--- config.mk ---
export PLATFORM = sky130hd
export DESIGN_NAME = i2c_reg_access
export DESIGN_NICKNAME = d
export VERILOG_FILES = /design/src/rtl/i2c_reg_access.sv
export SDC_FILE = /design/constraint.sdc
export NUM_CORES = 1
export LEC_CHECK = 0
export ABC_AREA = 0
export CAP_MARGIN = 20
export CORE_MARGIN = 10
export CORE_UTILIZATION = 45
export DETAILED_ROUTE_END_ITERATION = 12
export DONT_BUFFER_PORTS = 1
export GPL_TIMING_DRIVEN = 0
export PLACE_DENSITY_LB_ADDON = 0.3
export SYNTH_ARGS = -nofsm -noshare
export SYNTH_HDL_FRONTEND = slang
export SYNTH_SLANG_ARGS = --single-unit
export TNS_END_PERCENT = 100
--- constraint.sdc ---
create_clock -name clk -period 1.9 [get_ports clk]
set_input_delay 0.095 -clock clk [delete_from_list [all_inputs] [get_ports clk]]
set_output_delay 0.095 -clock clk [all_outputs]
set_load 0.005 [all_outputs]
--- src/rtl/i2c_reg_access.sv ---
`default_nettype none
// ============================================================================
// Module      : i2c_reg_access
// Description : Turns one register read/write request into i2c_master command
//               and data streams and returns a single response.
//               Optional abort timer: define I2C_REG_TIMEOUT_EN.
// Revision    : 1.0 - initial release
// ============================================================================
module i2c_reg_access #(
    parameter int REG_ADDR_BYTES = 1,
    parameter int TIMEOUT_CYCLES = 65535
) (
    input  logic        clk,
    input  logic        rst,
    input  logic [6:0]  req_dev_addr,
    input  logic [15:0] req_reg_addr,
    input  logic [7:0]  req_wdata,
    input  logic        req_read,
    input  logic        req_valid,
    output logic        req_ready,
    output logic [7:0]  rsp_rdata,
    output logic        rsp_nack,
    output logic        rsp_timeout,
    output logic        rsp_valid,
    input  logic        rsp_ready,
    output logic [6:0]  m_axis_cmd_address,
    output logic        m_axis_cmd_start,
    output logic        m_axis_cmd_read,
    output logic        m_axis_cmd_write,
    output logic        m_axis_cmd_write_multiple,
    output logic        m_axis_cmd_stop,
    output logic        m_axis_cmd_valid,
    input  logic        m_axis_cmd_ready,
    output logic [7:0]  m_axis_data_tdata,
    output logic        m_axis_data_tvalid,
    input  logic        m_axis_data_tready,
    output logic        m_axis_data_tlast,
    input  logic [7:0]  s_axis_data_tdata,
    input  logic        s_axis_data_tvalid,
    output logic        s_axis_data_tready,
    input  logic        missed_ack,
    output logic        busy
);

    localparam logic [2:0] S_IDLE     = 3'd0;
    localparam logic [2:0] S_CMD_W    = 3'd1;
    localparam logic [2:0] S_DATA_REG = 3'd2;
    localparam logic [2:0] S_DATA_VAL = 3'd3;
    localparam logic [2:0] S_CMD_R    = 3'd4;
    localparam logic [2:0] S_WAIT_RD  = 3'd5;
    localparam logic [2:0] S_RESP     = 3'd6;

    localparam logic c_last_idx = 1'(REG_ADDR_BYTES - 1);

    logic [2:0]  r_state, w_state;
    logic [6:0]  r_dev, w_dev;
    logic [15:0] r_reg, w_reg;
    logic [7:0]  r_wdata, w_wdata;
    logic        r_read, w_read;
    logic        r_idx, w_idx;

    logic        w_req_ready, w_rsp_nack, w_rsp_timeout, w_rsp_valid;
    logic [7:0]  w_rsp_rdata, w_tdata, w_reg_byte;
    logic        w_cmd_start, w_cmd_read, w_cmd_wm, w_cmd_stop, w_cmd_valid;
    logic        w_tvalid, w_tlast, w_s_tready, w_busy;
    logic        w_expired;

    assign m_axis_cmd_address = r_dev;
    assign m_axis_cmd_write   = 1'b0;
    // Register address goes out MSB first; the last index always carries the low byte.
    assign w_reg_byte = (r_idx == c_last_idx) ? r_reg[7:0] : r_reg[15:8];

`ifdef I2C_REG_TIMEOUT_EN
    logic [15:0] r_tmo_cnt;
    logic        w_wait_state, w_hs;

    assign w_wait_state = (r_state == S_CMD_W) || (r_state == S_DATA_REG) ||
                          (r_state == S_DATA_VAL) || (r_state == S_CMD_R) ||
                          (r_state == S_WAIT_RD);
    assign w_hs = (m_axis_cmd_valid && m_axis_cmd_ready) ||
                  (m_axis_data_tvalid && m_axis_data_tready) ||
                  (s_axis_data_tready && s_axis_data_tvalid);
    assign w_expired = w_wait_state && !w_hs && (r_tmo_cnt == 16'(TIMEOUT_CYCLES));

    always_ff @(posedge clk) begin
        if (rst || r_state == S_IDLE || w_hs) begin
            r_tmo_cnt <= '0;
        end else if (w_wait_state) begin
            r_tmo_cnt <= r_tmo_cnt + 16'd1;
        end
    end
`else
    logic w_unused_timeout;
    assign w_unused_timeout = |TIMEOUT_CYCLES;
    assign w_expired = 1'b0;
`endif

    always_comb begin
        w_state       = r_state;
        w_dev         = r_dev;
        w_reg         = r_reg;
        w_wdata       = r_wdata;
        w_read        = r_read;
        w_idx         = r_idx;
        w_req_ready   = req_ready;
        w_rsp_rdata   = rsp_rdata;
        w_rsp_nack    = rsp_nack;
        w_rsp_timeout = rsp_timeout;
        w_rsp_valid   = rsp_valid;
        w_cmd_start   = m_axis_cmd_start;
        w_cmd_read    = m_axis_cmd_read;
        w_cmd_wm      = m_axis_cmd_write_multiple;
        w_cmd_stop    = m_axis_cmd_stop;
        w_cmd_valid   = m_axis_cmd_valid;
        w_tdata       = m_axis_data_tdata;
        w_tvalid      = m_axis_data_tvalid;
        w_tlast       = m_axis_data_tlast;
        w_s_tready    = s_axis_data_tready;

        case (r_state)
            S_IDLE: begin
                w_req_ready = 1'b1;
                if (req_valid && req_ready) begin
                    w_dev         = req_dev_addr;
                    w_reg         = req_reg_addr;
                    w_wdata       = req_wdata;
                    w_read        = req_read;
                    w_idx         = 1'b0;
                    w_rsp_nack    = 1'b0;
                    w_rsp_timeout = 1'b0;
                    w_rsp_rdata   = 8'h00;
                    w_req_ready   = 1'b0;
                    w_state       = S_CMD_W;
                end
            end
            S_CMD_W: begin
                if (!m_axis_cmd_valid) begin
                    w_cmd_valid = 1'b1;
                    w_cmd_start = 1'b1;
                    w_cmd_read  = 1'b0;
                    w_cmd_wm    = 1'b1;
                    w_cmd_stop  = !r_read;
                end else if (m_axis_cmd_ready) begin
                    w_cmd_valid = 1'b0;
                    w_state     = S_DATA_REG;
                end
            end
            S_DATA_REG: begin
                if (!m_axis_data_tvalid) begin
                    w_tvalid = 1'b1;
                    w_tdata  = w_reg_byte;
                    w_tlast  = r_read && (r_idx == c_last_idx);
                end else if (m_axis_data_tready) begin
                    w_tvalid = 1'b0;
                    if (r_idx == c_last_idx) begin
                        w_state = r_read ? S_CMD_R : S_DATA_VAL;
                    end else begin
                        w_idx = 1'b1;
                    end
                end
            end
            S_DATA_VAL: begin
                if (!m_axis_data_tvalid) begin
                    w_tvalid = 1'b1;
                    w_tdata  = r_wdata;
                    w_tlast  = 1'b1;
                end else if (m_axis_data_tready) begin
                    w_tvalid    = 1'b0;
                    w_rsp_valid = 1'b1;
                    w_state     = S_RESP;
                end
            end
            S_CMD_R: begin
                if (!m_axis_cmd_valid) begin
                    w_cmd_valid = 1'b1;
                    w_cmd_start = 1'b1;
                    w_cmd_read  = 1'b1;
                    w_cmd_wm    = 1'b0;
                    w_cmd_stop  = 1'b1;
                end else if (m_axis_cmd_ready) begin
                    w_cmd_valid = 1'b0;
                    w_state     = S_WAIT_RD;
                end
            end
            S_WAIT_RD: begin
                if (!s_axis_data_tready) begin
                    w_s_tready = 1'b1;
                end else if (s_axis_data_tvalid) begin
                    w_s_tready  = 1'b0;
                    w_rsp_rdata = s_axis_data_tdata;
                    w_rsp_valid = 1'b1;
                    w_state     = S_RESP;
                end
            end
            S_RESP: begin
                if (rsp_ready) begin
                    w_rsp_valid = 1'b0;
                    w_req_ready = 1'b1;
                    w_state     = S_IDLE;
                end
            end
            default: w_state = S_IDLE;
        endcase

        // A presented response must not change, so late NACKs in RESP are ignored.
        if (missed_ack && r_state != S_IDLE && r_state != S_RESP) begin
            w_rsp_nack = 1'b1;
        end

        if (w_expired) begin
            w_cmd_valid   = 1'b0;
            w_tvalid      = 1'b0;
            w_s_tready    = 1'b0;
            w_rsp_timeout = 1'b1;
            w_rsp_rdata   = 8'h00;
            w_rsp_valid   = 1'b1;
            w_state       = S_RESP;
        end

        w_busy = (w_state != S_IDLE);
    end

    always_ff @(posedge clk) begin
        if (rst) begin
            r_state                   <= S_IDLE;
            r_dev                     <= '0;
            r_reg                     <= '0;
            r_wdata                   <= '0;
            r_read                    <= 1'b0;
            r_idx                     <= 1'b0;
            req_ready                 <= 1'b0;
            rsp_rdata                 <= '0;
            rsp_nack                  <= 1'b0;
            rsp_timeout               <= 1'b0;
            rsp_valid                 <= 1'b0;
            m_axis_cmd_start          <= 1'b0;
            m_axis_cmd_read           <= 1'b0;
            m_axis_cmd_write_multiple <= 1'b0;
            m_axis_cmd_stop           <= 1'b0;
            m_axis_cmd_valid          <= 1'b0;
            m_axis_data_tdata         <= '0;
            m_axis_data_tvalid        <= 1'b0;
            m_axis_data_tlast         <= 1'b0;
            s_axis_data_tready        <= 1'b0;
            busy                      <= 1'b0;
        end else begin
            r_state                   <= w_state;
            r_dev                     <= w_dev;
            r_reg                     <= w_reg;
            r_wdata                   <= w_wdata;
            r_read                    <= w_read;
            r_idx                     <= w_idx;
            req_ready                 <= w_req_ready;
            rsp_rdata                 <= w_rsp_rdata;
            rsp_nack                  <= w_rsp_nack;
            rsp_timeout               <= w_rsp_timeout;
            rsp_valid                 <= w_rsp_valid;
            m_axis_cmd_start          <= w_cmd_start;
            m_axis_cmd_read           <= w_cmd_read;
            m_axis_cmd_write_multiple <= w_cmd_wm;
            m_axis_cmd_stop           <= w_cmd_stop;
            m_axis_cmd_valid          <= w_cmd_valid;
            m_axis_data_tdata         <= w_tdata;
            m_axis_data_tvalid        <= w_tvalid;
            m_axis_data_tlast         <= w_tlast;
            s_axis_data_tready        <= w_s_tready;
            busy                      <= w_busy;
        end
    end

endmodule
`default_nettype wire

==> metrics.cfg <==
[cells_and_area]
n_antenna_cell = 0
fin_util_pct = 56.04
stdcell_area_um2 = 2844
drive_above_1_share_pct = 15.38
nets = 359
synthToLayoutAreaGrowth_pct = 21.68

[routing]
drc_errors = 0
vias_per_cell = 5.343
wirelength_mm = 6.500
avgRoutedWirePerCell_um = 17.02
drt_iter0_drc = 75
firstDrtPassIters = 4
postRouteAntennaNets = 0
via_count = 2041

[grt]
grt_pass1_vias = 2098
grt_usage_pct = 15.23
grt-ovfl-total = 0
grt_antenna_before_repair = 0
grt_pass1_wl_mm = 10.58
grt_max_degree = 17

[floorplan]
rows = 26
dieArea_um2 = 8477
io_pins = 85
die_width_um = 92.07
start_util_pct = 46.06
core_area_um2 = 5075
die_h_um = 92.07

[clock_tree]
cts_buffers = 5
cts_sinks = 55
worstSkewPairLatency_ns = 0.31
cts_buffer_depth = 2
cts.reportedPaths.clkPinSlew_ns = 0.10
cts_max_level = 2
cts_root_buf = clkbuf_8
cts_resized = 0
cts_tree = built

[synth]
syn_inst = 270
ys_top_cells_by_count = dfxtp_1, nand2_1, nor2_1
ys_types = 40
synth-edff-count = 0
mappedNetlistArea_um2 = 2337
ys_top_cells_by_area = dfxtp_1, nand2_1, a21oi_2
yosysTopAreaCellShare_pct = 47.11
syn_avg_cell_area_um2 = 8.656
synth_ff_type = dfxtp_1
yosysSeqAreaShare_pct = 47.11
synth-seq-cells = 55
synthArstFlopShare_pct = 0
yosysTopAreaCell = dfxtp_1
yosysWarnings = 0

[setup_path]
endpoint_kind = flop
arrival_ns = 1.73
cp.required_ns = 2.07
startpoint_type = flop
crit_path_max_fanout = 10
crit_type = reg -> reg

[sta]
fin_crit_sh_pct = 82.04
final.setup.tns_ns = 0
layout_min_cycle_time_ns = 1.559
fin_skew_ns = 0.007241
rsz0062_at_grt = false
slew-limit-headroom_pct = 48.88
fmax_mhz = 641.6
final_max_slew_viol_count = 0
worstMarginPinSlew_ns = 0.7668
finalSetupViolations = 0
hold_viol_final = 0

[placement]
dp_hpwl_mm = 4.520
gp_congestion = 0.8888
portBuffers = 0
dpl_cell_area_um2 = 2429

[power]
leakagePower_nw = 0.9476
peakVddDrop_uv = 435.0
power_per_cell_area_nw_per_um2 = 858.3

[min_path]
worstHoldPathType = in -> reg

[job]
max_cap_violations = 0

[outcome]
status = completed

-- path summary, 6_finish.rpt --
kind | depth (start not counted) | slack, ns | start | to
hold / removal | 3 | 0.08 | req_valid | rsp_rdata[6]$_SDFFE_PP0P_
setup / recovery | 4 | 0.34 | r_state[0]$_SDFF_PP0_ | busy$_SDFF_PP0_
hold reg to reg | 2 | 0.47 | r_reg[1]$_SDFFE_PP0P_ | r_reg[1]$_SDFFE_PP0P_
setup reg to reg | 4 | 0.34 | r_state[0]$_SDFF_PP0_ | busy$_SDFF_PP0_
-- layout by cell type, fill, tap and decap left out, types with 2 or more instances in the layout --
| cell type | instances |
|---|---|
| dfxtp_1 | 55 |
| o221ai_1 | 3 |
| a211oi_1 | 10 |
| clkbuf_8 | 5 |
| nand2b_1 | 2 |
| mux2i_1 | 8 |
| nand2_1 | 55 |
| buf_2 | 3 |
| buf_4 | 4 |
| nor3_1 | 6 |
| a21oi_1 | 20 |
| clkbuf_1 | 10 |
| nand2_2 | 8 |
| nand3_1 | 9 |
| o21ai_0 | 6 |
| conb_1 | 2 |
| buf_6 | 3 |
| nor2_1 | 22 |
| dlygate4sd3_1 | 33 |
| a21oi_2 | 18 |
| inv_1 | 4 |
| nand3b_1 | 2 |
| and2_1 | 3 |
-- layout make-up --
class / instances / area [um^2]
fill: 476 / 2231
sequential: 55 / 1101
multi-input combinational: 191 / 1089
timing repair buffer: 33 / 330.3
buffer: 21 / 136.4
tap: 70 / 87.58
clock buffer: 6 / 72.57
inverter: 4 / 15.01
clock inverter: 2 / 12.51
-- power breakdown --
group / switching, mW / total, mW / internal, mW / leakage, nW
Combinational: 0.271 / 0.488 / 0.218 / 0.460
Clock: 0.376 / 0.634 / 0.259 / 0.0412
Sequential: 0.0772 / 1.32 / 1.24 / 0.447
Total: 0.723 / 2.44 / 1.72 / 0.948
-- stage by stage --
step / total power, mW / std cells / hold WS (ns) / worst slack [ns]
6_report: 2.441 / 382 / 0.08235 / 0.3413
5_1_grt: 2.574 / 382 / 0.08932 / 0.2075
4_1_cts: 2.467 / 382 / 0.08039 / 0.3189
3_5_place_dp: 1.777 / 341 / 0.2260 / 0.3265
3_3_place_gp: 1.767 / 341 / 0.2240 / 0.3447
2_1_floorplan: 1.668 / 271 / 0.2219 / 0.6033
-- critical path: stages, from the launching register on --
cell      delay, ns
dfxtp_1        0.43
buf_2          0.28
o221ai_1       0.15
a221oi_1       0.39
o221ai_1       0.18
-- per-layer routing --
layer / track usage, % / vias to the layer above / wire [um]
met5: 0 / - / 0
met4: 4.113 / 0 / 90
met3: 7.090 / 10 / 587
met2: 27.06 / 69 / 3254
met1: 15.74 / 964 / 2568
li1: - / 998 / -
-- what timing repair did --
action	in CTS	in global routing
hold buffers	33	0
hold endpoints to repair	33	0
setup buffers	0	0
-- cells by family (layout without fill, tap and decap cells) --
family,count (synthesis),after routing,share of synthesized area [%]
flops,55,55,47.11
xor+xnor,1,1,0.3748
other cells,1,2,0.1604
buf+inv,25,66,6.477
mux,8,8,3.426
simple gates,116,116,23.29
compound gates,64,64,19.17
Power figures use the tool's default switching activity.
